==> src/rtl/tetris_pkg.sv <==
// Shared figure codes, controller state encoding and the tetromino spawn offsets.
package tetris_pkg;

   localparam int NUM_FIGS = 7;

   localparam int FIG_I = 0;
   localparam int FIG_O = 1;
   localparam int FIG_T = 2;
   localparam int FIG_S = 3;
   localparam int FIG_Z = 4;
   localparam int FIG_J = 5;
   localparam int FIG_L = 6;

   typedef enum logic [2:0] {
      StEmpty,
      StSpawnChk,
      StActive,
      StLocking,
      StOver
   } state_e;

   // Indexed [figure][j]; entry j describes cell 3-j (cell 3 first).
   localparam int SPAWN_DX [NUM_FIGS][4] = '{
      '{-1, 0, 1, 2},
      '{ 0, 0, 1, 1},
      '{-1, 0, 1, 0},
      '{ 0, 1,-1, 0},
      '{-1, 0, 0, 1},
      '{-1, 0, 1, 1},
      '{-1, 0, 1,-1}
   };

   localparam int SPAWN_Y [NUM_FIGS][4] = '{
      '{0, 0, 0, 0},
      '{0, 1, 0, 1},
      '{0, 0, 0, 1},
      '{0, 0, 1, 1},
      '{0, 0, 1, 1},
      '{0, 0, 0, 1},
      '{0, 0, 0, 1}
   };

endpackage

==> src/rtl/piece_border_ctrl_spawn_table.sv <==
// Combinational figure -> spawn coordinates lookup; also used by the next-piece preview.
module spawn_table #(
   parameter int unsigned WIDTH   = 8,
   parameter int          SPAWN_X = 4
) (
   input  logic [WIDTH-1:0]   figure,
   output logic               valid,
   output logic [4*WIDTH-1:0] rst_x,
   output logic [4*WIDTH-1:0] rst_y
);
   import tetris_pkg::*;

   int fig;

   always_comb begin
      valid = (figure < WIDTH'(NUM_FIGS));
      fig   = 0;
      rst_x = '0;
      rst_y = '0;
      if (valid) begin
         fig = int'(figure);
         for (int j = 0; j < 4; j++) begin
            rst_x[(3-j)*WIDTH +: WIDTH] = WIDTH'(SPAWN_X + SPAWN_DX[fig][j]);
            rst_y[(3-j)*WIDTH +: WIDTH] = WIDTH'(SPAWN_Y[fig][j]);
         end
      end
   end

endmodule

==> src/rtl/piece_border_ctrl.sv <==
// Active-piece / column-border bank with spawn collision check and lock sequencing.
// Define TETRIS_LOCK_PARALLEL_EN to merge all four cells into the border in one cycle.
module piece_border_ctrl #(
   parameter int unsigned MEM_WIDTH  = 10,
   parameter int unsigned MEM_HEIGHT = 20,
   parameter int unsigned WIDTH      = 8,
   parameter int          SPAWN_X    = int'(MEM_WIDTH / 2) - 1
) (
   input  logic                       clk,
   input  logic                       rst,
   input  logic [WIDTH-1:0]           figure,
   input  logic                       spawn_req,
   input  logic                       write_reg,
   input  logic                       lock_req,
   input  logic [4*WIDTH-1:0]         new_rho_x,
   input  logic [4*WIDTH-1:0]         new_rho_y,
   output logic [4*WIDTH-1:0]         rho_x,
   output logic [4*WIDTH-1:0]         rho_y,
   output logic [MEM_WIDTH*WIDTH-1:0] border,
   output logic                       busy,
   output logic                       spawn_done,
   output logic                       lock_done,
   output logic                       game_over
);
   import tetris_pkg::*;

   state_e           state;
   logic [WIDTH-1:0] col_top     [MEM_WIDTH];
   logic [WIDTH-1:0] col_top_nxt [MEM_WIDTH];
   logic             spawn_valid;
   logic [4*WIDTH-1:0] spawn_x;
   logic [4*WIDTH-1:0] spawn_y;
   logic             collide;
`ifndef TETRIS_LOCK_PARALLEL_EN
   logic [1:0]       cnt;
   logic [1:0]       cell_sel;
`endif

   spawn_table #(
      .WIDTH   (WIDTH),
      .SPAWN_X (SPAWN_X)
   ) u_spawn_table (
      .figure (figure),
      .valid  (spawn_valid),
      .rst_x  (spawn_x),
      .rst_y  (spawn_y)
   );

   always_comb begin
      border = '0;
      for (int c = 0; c < int'(MEM_WIDTH); c++) begin
         border[(int'(MEM_WIDTH)-1-c)*WIDTH +: WIDTH] = col_top[c];
      end
   end

   // Off-board columns never match any c, so such cells neither collide nor merge.
   always_comb begin
      collide = 1'b0;
      for (int k = 0; k < 4; k++) begin
         for (int c = 0; c < int'(MEM_WIDTH); c++) begin
            if (rho_x[k*WIDTH +: WIDTH] == WIDTH'(c) &&
                rho_y[k*WIDTH +: WIDTH] >= col_top[c]) begin
               collide = 1'b1;
            end
         end
      end
   end

`ifdef TETRIS_LOCK_PARALLEL_EN
   // Chained min so two cells sharing a column both take part.
   always_comb begin
      for (int c = 0; c < int'(MEM_WIDTH); c++) begin
         col_top_nxt[c] = col_top[c];
      end
      for (int k = 3; k >= 0; k--) begin
         for (int c = 0; c < int'(MEM_WIDTH); c++) begin
            if (rho_x[k*WIDTH +: WIDTH] == WIDTH'(c) &&
                rho_y[k*WIDTH +: WIDTH] < col_top_nxt[c]) begin
               col_top_nxt[c] = rho_y[k*WIDTH +: WIDTH];
            end
         end
      end
   end
`else
   always_comb begin
      cell_sel = 2'd3 - cnt;
      for (int c = 0; c < int'(MEM_WIDTH); c++) begin
         col_top_nxt[c] = col_top[c];
         if (rho_x[cell_sel*WIDTH +: WIDTH] == WIDTH'(c) &&
             rho_y[cell_sel*WIDTH +: WIDTH] < col_top[c]) begin
            col_top_nxt[c] = rho_y[cell_sel*WIDTH +: WIDTH];
         end
      end
   end
`endif

   always_ff @(posedge clk) begin
      if (rst) begin
         state      <= StEmpty;
         rho_x      <= '0;
         rho_y      <= '0;
         busy       <= 1'b0;
         spawn_done <= 1'b0;
         lock_done  <= 1'b0;
         game_over  <= 1'b0;
         for (int c = 0; c < int'(MEM_WIDTH); c++) begin
            col_top[c] <= WIDTH'(MEM_HEIGHT);
         end
`ifndef TETRIS_LOCK_PARALLEL_EN
         cnt <= 2'd0;
`endif
      end else begin
         spawn_done <= 1'b0;
         lock_done  <= 1'b0;
         unique case (state)
            StEmpty: begin
               if (spawn_req && spawn_valid) begin
                  rho_x <= spawn_x;
                  rho_y <= spawn_y;
                  busy  <= 1'b1;
                  state <= StSpawnChk;
               end
            end
            StSpawnChk: begin
               busy <= 1'b0;
               if (collide) begin
                  game_over <= 1'b1;
                  state     <= StOver;
               end else begin
                  spawn_done <= 1'b1;
                  state      <= StActive;
               end
            end
            StActive: begin
               if (lock_req) begin
                  busy  <= 1'b1;
                  state <= StLocking;
`ifndef TETRIS_LOCK_PARALLEL_EN
                  cnt <= 2'd0;
`endif
               end else if (write_reg) begin
                  rho_x <= new_rho_x;
                  rho_y <= new_rho_y;
               end
            end
            StLocking: begin
               col_top <= col_top_nxt;
`ifdef TETRIS_LOCK_PARALLEL_EN
               busy      <= 1'b0;
               lock_done <= 1'b1;
               state     <= StEmpty;
`else
               cnt <= cnt + 2'd1;
               if (cnt == 2'd3) begin
                  busy      <= 1'b0;
                  lock_done <= 1'b1;
                  state     <= StEmpty;
               end
`endif
            end
            StOver: begin
            end
            default: state <= StEmpty;
         endcase
      end
   end

endmodule

==> config.mk <==
export PLATFORM = sky130hd
export DESIGN_NAME = piece_border_ctrl
export DESIGN_NICKNAME = d
export VERILOG_FILES = /design/src/rtl/tetris_pkg.sv /design/src/rtl/piece_border_ctrl_spawn_table.sv /design/src/rtl/piece_border_ctrl.sv
export SDC_FILE = /design/constraint.sdc
export NUM_CORES = 1
export LEC_CHECK = 0
export CAP_MARGIN = 40
export CORE_MARGIN = 4
export CORE_UTILIZATION = 55
export DETAILED_ROUTE_END_ITERATION = 8
export HOLD_SLACK_MARGIN = 0.08
export PLACE_DENSITY = 0.8
export SLEW_MARGIN = 20
export SYNTH_ARGS = -nofsm -noshare
export SYNTH_HDL_FRONTEND = slang
export SYNTH_HIERARCHICAL = 1
export SYNTH_SLANG_ARGS = --single-unit
==> constraint.sdc <==
create_clock -name clk -period 5.5 [get_ports clk]
set_clock_uncertainty 0.15 [all_clocks]
set_input_delay 0.825 -clock clk [delete_from_list [all_inputs] [get_ports clk]]
set_output_delay 0.825 -clock clk [all_outputs]
set_load 0.02 [all_outputs]
# Word-level counts from Yosys, hierarchy flattened
# Memory sizes are Yosys's and may differ from the RTL's.
# Cells that the tools add are included.
dict set report totals {
  out_inout_bits 148
  inputBits 77
  memories 2
  romBits 2048
  wordCells 283
  regBits 153
}
# name depth width read_ports rd_clocked_by_memory_dff write_ports line
set mem_list {}
lappend mem_list {{(name not given)} 8 128 1 0 0 piece_border_ctrl_spawn_table.sv:24} ;# rst_y[(3-j)*WIDTH +: WIDTH] = WIDTH'(SPAWN_Y[fig][j]);
lappend mem_list {{(name not given)} 8 128 1 0 0 piece_border_ctrl_spawn_table.sv:23} ;# rst_x[(3-j)*WIDTH +: WIDTH] = WIDTH'(SPAWN_X + SPAWN_DX[fig][j]);
dict set report op_classes {
  reduce_logical 77
  n_addsub 6
  eq_ne 55
  muxes 67
  bitwise_logic 4
  n_shift 2
  order_cmp 52
}
# op count
set ops {}
lappend ops {{2-to-1 mux 104 bit} 4}
lappend ops {{>= comparator 8 bit} 40}
lappend ops {{2-to-1 mux 32 bit} 8}
lappend ops {{== test 8 x 3 -> 1 bit (second input constant)} 20}
lappend ops {{one-hot mux 32 bit (2 select lines)} 2}
lappend ops {{== test 8 x 2 -> 1 bit (second input constant)} 10}
lappend ops {{== test 8 x 4 -> 1 bit (second input constant)} 10}
lappend ops {{less-than comparator 8 bit} 10}
lappend ops {{indexed part select 32 x 6 -> 8 bit} 2}
lappend ops {{logical AND 1 bit} 51}
lappend ops {{2-to-1 mux 1 bit} 45}
lappend ops {{== test 8 x 1 -> 1 bit (second input constant)} 5}
lappend ops {{zero test 8 bit} 5}
lappend ops {{adder 4 x 8 -> 8 bit (first input constant)} 4}
lappend ops {{>= comparator 32 x 4 -> 1 bit (second input constant)} 1}
lappend ops {{NOT 8 -> 32 bit} 1}
lappend ops {{AND reduction 2 bit} 12}
lappend ops {{one-hot mux 3 bit (5 select lines)} 1}
lappend ops {{2-to-1 mux 3 bit} 4}
lappend ops {{AND reduction 4 bit} 3}
lappend ops {{!= test 2 bit (second input constant)} 5}
lappend ops {{less-than comparator 8 x 3 -> 1 bit (second input constant)} 1}
lappend ops {{== test 3 x 2 -> 1 bit (second input constant)} 2}
lappend ops {{one-hot mux 1 bit (4 select lines)} 1}
lappend ops {{12 further kinds} 16}

# Longest topological paths before layout
dict set report depth {
  word_depth 44
  ltp_mapped 14
  ltp_nobuf 11
}

# Cells and area by module
# The synthesis kept the hierarchy.
# module cells_each area_per_inst_um2 seq_area_each_um2 instances
set by_module_without_submodules {}
lappend by_module_without_submodules {piece_border_ctrl 1758 15446.1 3062.9 1}
lappend by_module_without_submodules {spawn_table 82 608.1 0.0 1}

# Least setup slack after synthesis
# Ideal clock, no wire load.
dict set report synth_path {
  path_type {reg2reg}
  from {register cnt[0]}
  to {register col_top, in the netlist border[15]}
  setup_time_ps 128
  arrival_ps 3658
  path_stages_with_launch 15
  path_slack_ps 1564
  path_cell_list {dfxtp_1 > clkbuf_1 > buf_1 > mux4_2 > clkbuf_1 > ha_1 > a21o_1 > a21o_1 > a21oi_1 > nand3_1 > nor2_1 > clkbuf_1 > nor2_1 > a21oi_1 > nor2_1}
}
dict set report synth_via {
  elab_chain_len 5
  word_cells_on_any_way 7
  cone_classes {add/sub (1); order compare (1); eq/ne (1); shift (2); reduce/logical (2)}
}
# element line
set synth_lines {}
lappend synth_lines {{from (decl)} piece_border_ctrl.sv:35} ;# logic [1:0] cnt;
lappend synth_lines {{from (signal assigned)} piece_border_ctrl.sv:153} ;# cnt <= cnt + 2'd1;
lappend synth_lines {{subtractor 2 bit *} piece_border_ctrl.sv:86} ;# cell_sel = 2'd3 - cnt;
lappend synth_lines {{indexed part select 32 x 6 -> 8 bit, on equally long branches} {piece_border_ctrl.sv:90, piece_border_ctrl.sv:91, piece_border_ctrl.sv:89}}
lappend synth_lines {{less-than comparator 8 bit or == test 8 x 4 -> 1 bit (tied branches)} {piece_border_ctrl.sv:90, piece_border_ctrl.sv:89}}
lappend synth_lines {{logical AND 1 bit} piece_border_ctrl.sv:89} ;# if (rho_x[cell_sel*WIDTH +: WIDTH] == WIDTH'(c) &&
lappend synth_lines {{AND reduction 2 bit (no line)} -}
lappend synth_lines {{to (signal, indexed assignment)} piece_border_ctrl.sv:107} ;# col_top[c] <= WIDTH'(MEM_HEIGHT);
lappend synth_lines {{to (signal assigned)} piece_border_ctrl.sv:147} ;# col_top <= col_top_nxt;
lappend synth_lines {{to (decl)} piece_border_ctrl.sv:28} ;# logic [WIDTH-1:0] col_top [MEM_WIDTH];
# Mark *: on every way between the ends. The rest lies on a longest branch, timed or not.
# A chain may end at the register's enable or synchronous reset.

# Worst setup path after layout
dict set report layout_path {
  from {register rho_y[16]}
  to {register game_over}
}
dict set report layout_via {
  elab_chain_len 23
  word_cells_on_any_way 41
  cone_classes {order compare (10); mux (20); reduce/logical (11)}
}
# element line
set layout_lines {}
lappend layout_lines {{from (decl)} piece_border_ctrl.sv:18} ;# output logic [4*WIDTH-1:0] rho_y,
lappend layout_lines {{from (signal assigned)} piece_border_ctrl.sv:119} ;# rho_y <= spawn_y;
lappend layout_lines {{from (signal assigned)} piece_border_ctrl.sv:143} ;# rho_y <= new_rho_y;
lappend layout_lines {{>= comparator 8 bit} piece_border_ctrl.sv:62} ;# rho_y[k*WIDTH +: WIDTH] >= col_top[c]) begin
lappend layout_lines {{logical AND 1 bit} piece_border_ctrl.sv:61} ;# if (rho_x[k*WIDTH +: WIDTH] == WIDTH'(c) &&
lappend layout_lines {{2-to-1 mux 1 bit (9 in series)} piece_border_ctrl.sv:61}
lappend layout_lines {{2-to-1 mux 1 bit * (11 in series)} piece_border_ctrl.sv:61}
lappend layout_lines {{AND reduction 2 bit (no line) *} -}
lappend layout_lines {{to (signal assigned)} piece_border_ctrl.sv:105} ;# game_over <= 1'b0;
lappend layout_lines {{to (signal assigned)} piece_border_ctrl.sv:127} ;# game_over <= 1'b1;
lappend layout_lines {{to (decl)} piece_border_ctrl.sv:23} ;# output logic game_over
# Marked as above.

==> flow_summary_export.csv <==
group,metric,value,unit
run_status,status,"finished, final reports clean",
critical_path,cp.depth,11,
global_routing,grt_max_degree,87,
logic_synthesis,netlist_instances,1840,
detailed_routing,firstDrtPassIters,6,
pwr,power.density,140.4,mW/mm2
critical_path,slowest_stage,"inv_1",
timing,fin_ws,1.545,ns
pwr,clkPwrFrac,0.459,
clocking,path_clk_slew,0.08,ns
floorplan,ioPinCount,225,
clocking,cts.sinks,153,
floorplan,initial_core_util,0.5578,
pwr,p_leak,8.145,nW
pwr,combPwrFrac,0.122,
detailed_routing,route.detailed.drc,0,
pwr,p_int,1.877,mW
timing,finalHoldViolations,0,
placement,dpl_worst_slack,1.352,ns
detailed_routing,ant_nets,0,
placement,hpwl,47800,um
timing,fmax,0.2529,GHz
worst_hold_path,holdPathStages,2,
critical_path,cpMostUsedCell,"a211oi_1",
timing,worst_pin_slew,0.8706,ns
timing,rsz0062_at_grt,"false",
timing,fin_crit_sh,0.7190,
clocking,post_cts_buffers,0,
pwr,sequentialPowerShare,0.420,
pwr,switching_share,0.3077,
timing,maxSlewViolCount,0,
logic_synthesis,yosys.area.top_type,"ha_1",
critical_path,endpoint_kind,"register",
clocking,clock_latency,0.46,ns
clocking,h-tree-depth,4,
placement,port_buffers,224,
logic_synthesis,syn_area,0.01605,mm2
logic_synthesis,synthDistinctLibCells,72,
pwr,power,2.711,mW
clocking,cts_tree,"done",
finish,final_nets,2525,
clocking,cts_buffer_depth,2,
clocking,root_buffer,"clkbuf_16",
timing,hold_slack,0.3643,ns
logic_synthesis,synth-edff-count,0,
logic_synthesis,synth-async-reset-ratio,0,
detailed_routing,totalWireLength,63550,um
global_routing,grt_use_total,0.3903,
finish,final_cell_mix,"ha_1 (391), clkdlybuf4s50_1 (223), nor2_1 (191)",
global_routing,overflow,0,
timing,setup-violations-final,0,
critical_path,crit_type,"register to register",
critical_path,worstPathArrival,4.11,ns
floorplan,design.die.area,0.03199,mm2
worst_hold_path,hp-class,"register to register",
pwr,p_switching,0.8341,mW
global_routing,antenna_found_initial,2,
floorplan,die_h,178.9,um
finish,syn_to_final_growth,20.26,%
logic_synthesis,synth-seq-cells,153,
logic_synthesis,synth_top_area_frac,0.3047,
critical_path,cp.required,5.66,ns
critical_path,worstPathMaxFanout,8,
placement,gp_congestion,1.129,
global_routing,grt_pass1_wl,94030,um
floorplan,core_area,0.02878,mm2
floorplan,fp.dieW,178.9,um
critical_path,rr_worst_depth,11,
floorplan,num_rows,62,
critical_path,slowest_delay,0.56,ns
finish,final_common_cell,"ha_1",
critical_path,cp.buffers_inverters,1,
pwr,ir_worst_vdd,0.0002030,V
clocking,ctsHoldBuffers,0,
detailed_routing,vias_per_cell,6.627,
global_routing,grt_pass1_vias,15720,
detailed_routing,first_iter_violations,1722,
detailed_routing,avgRoutedWirePerCell,25.89,um
critical_path,startpoint_type,"register",
clocking,cts_resized,0,
timing,period_needed,3.955,ns
logic_synthesis,synth.area.top_cells,"ha_1 (30%), dfxtp_1 (19%), mux2i_1 (7.3%)",
detailed_routing,vias,16260,
logic_synthesis,syn_avg_cell_area,8.725,um2
critical_path,path_cells,"inv_1, ha_1, nand2b_1, a211oi_1, o21bai_1, a211oi_1, o22a_1, nor2_1, or4_1, nor4_1, a221oi_1",
clocking,cts_buffers,17,
logic_synthesis,yosys_warnings,6,
finish,final_util,0.6709,
finish,insertedDiodeCount,0,
critical_path,critical_path.top_delay_family,"simple AND/OR/NAND/NOR gates",
timing,fin_setup_tns,0,ns
logic_synthesis,synth_seq_area_share,0.1908,
timing,relSlewSlack,0.4152,
logic_synthesis,synth_ff_type,"dfxtp_1",
flow_run,maxCapViolations,0,
finish,drive_gt1_frac,0.06039,
## power groups by stage
stage / logic (mW) / clock network (mW) / registers [mW]
floorplan: 0.184 / 0 / 1.16
global placement: 0.307 / 0 / 1.16
detailed placement: 0.319 / 0 / 1.16
CTS: 0.321 / 1.24 / 1.14
global route: 0.355 / 1.28 / 1.14
finish: 0.330 / 1.24 / 1.14
## path summary, 6_finish.rpt
path / start / to / slack (ns)
worst max register to register: rho_y[16]$_SDFFE_PP0P_ / game_over$_SDFFE_PP0P_ / 1.55
worst min-delay path: rho_y[26]$_SDFFE_PP0P_ / rho_y[26]$_SDFFE_PP0P_ / 0.36
worst max-delay path: rho_y[16]$_SDFFE_PP0P_ / game_over$_SDFFE_PP0P_ / 1.55
worst min register to register: rho_y[26]$_SDFFE_PP0P_ / rho_y[26]$_SDFFE_PP0P_ / 0.36
## layer usage
layer	GRT usage	up-vias	routed length, um
li1	-	7310	-
met1	0.4807	7540	24120
met2	0.5888	1118	26270
met3	0.1263	293	8211
met4	0.2427	2	4922
met5	0	-	13
## cells in the mapped netlist (all sizes together) (6+ instances only)
master,number
and3,7
ha,391
a31oi,7
o21ai,70
mux4,12
mux2i,117
inv,94
dfxtp,153
o21a,14
nor3b,6
nor2,192
clkbuf,62
a21boi,11
a21oi,90
or3,8
nor2b,13
buf,65
a2111oi,11
o2111ai,22
or4,15
a211oi,110
nand3,20
o211ai,29
a211o,7
nor4,13
a21o,38
nand2b,43
nand2,73
nand4,32
nor3,40
## sequential cells by signal, indices dropped and copies added, names as in the netlist
name / count
rho_x: 32
cnt: 2
border: 80
state: 3
rho_y: 32
busy: 1
game_over: 1
lock_done: 1
spawn_done: 1
## area by class of cell
cell class              count  area, um2
multi-input cells        1515      12140
fillers                  2303       9473
flip-flops and latches    153       3063
repair buffers            276       2665
well taps                 384      480.5
clock buffers              17      425.4
inverters                  94      352.8
clock inverters            15      177.7
## logic make-up after synthesis
logic type	count (synthesis)	synth area share
flops	153	0.1908
simple gates	487	0.1512
compound gates	455	0.1955
xor+xnor	2	0.001091
mux	130	0.09048
buf+inv	221	0.06601
fa+ha+maj	391	0.3047
other cells	1	0.0002336
## tightest hold or removal path: cells and delay by family (launching register included)
kind / cells / cell delay (ns)
AO/OA/AOI/OAI: 1 / 0.05
flip-flops: 1 / 0.32
AND/OR/NAND/NOR: 1 / 0.10
## metrics by stage
| stage | instance area [um2] | std cells |
|---|---|---|
| after floorplan | 16240 | 1889 |
| after global placement | 18630 | 2417 |
| after detailed placement | 18680 | 2420 |
| after CTS | 19280 | 2452 |
| after global routing | 19310 | 2454 |
| final | 19310 | 2454 |
(Power assumes the default switching activity.)
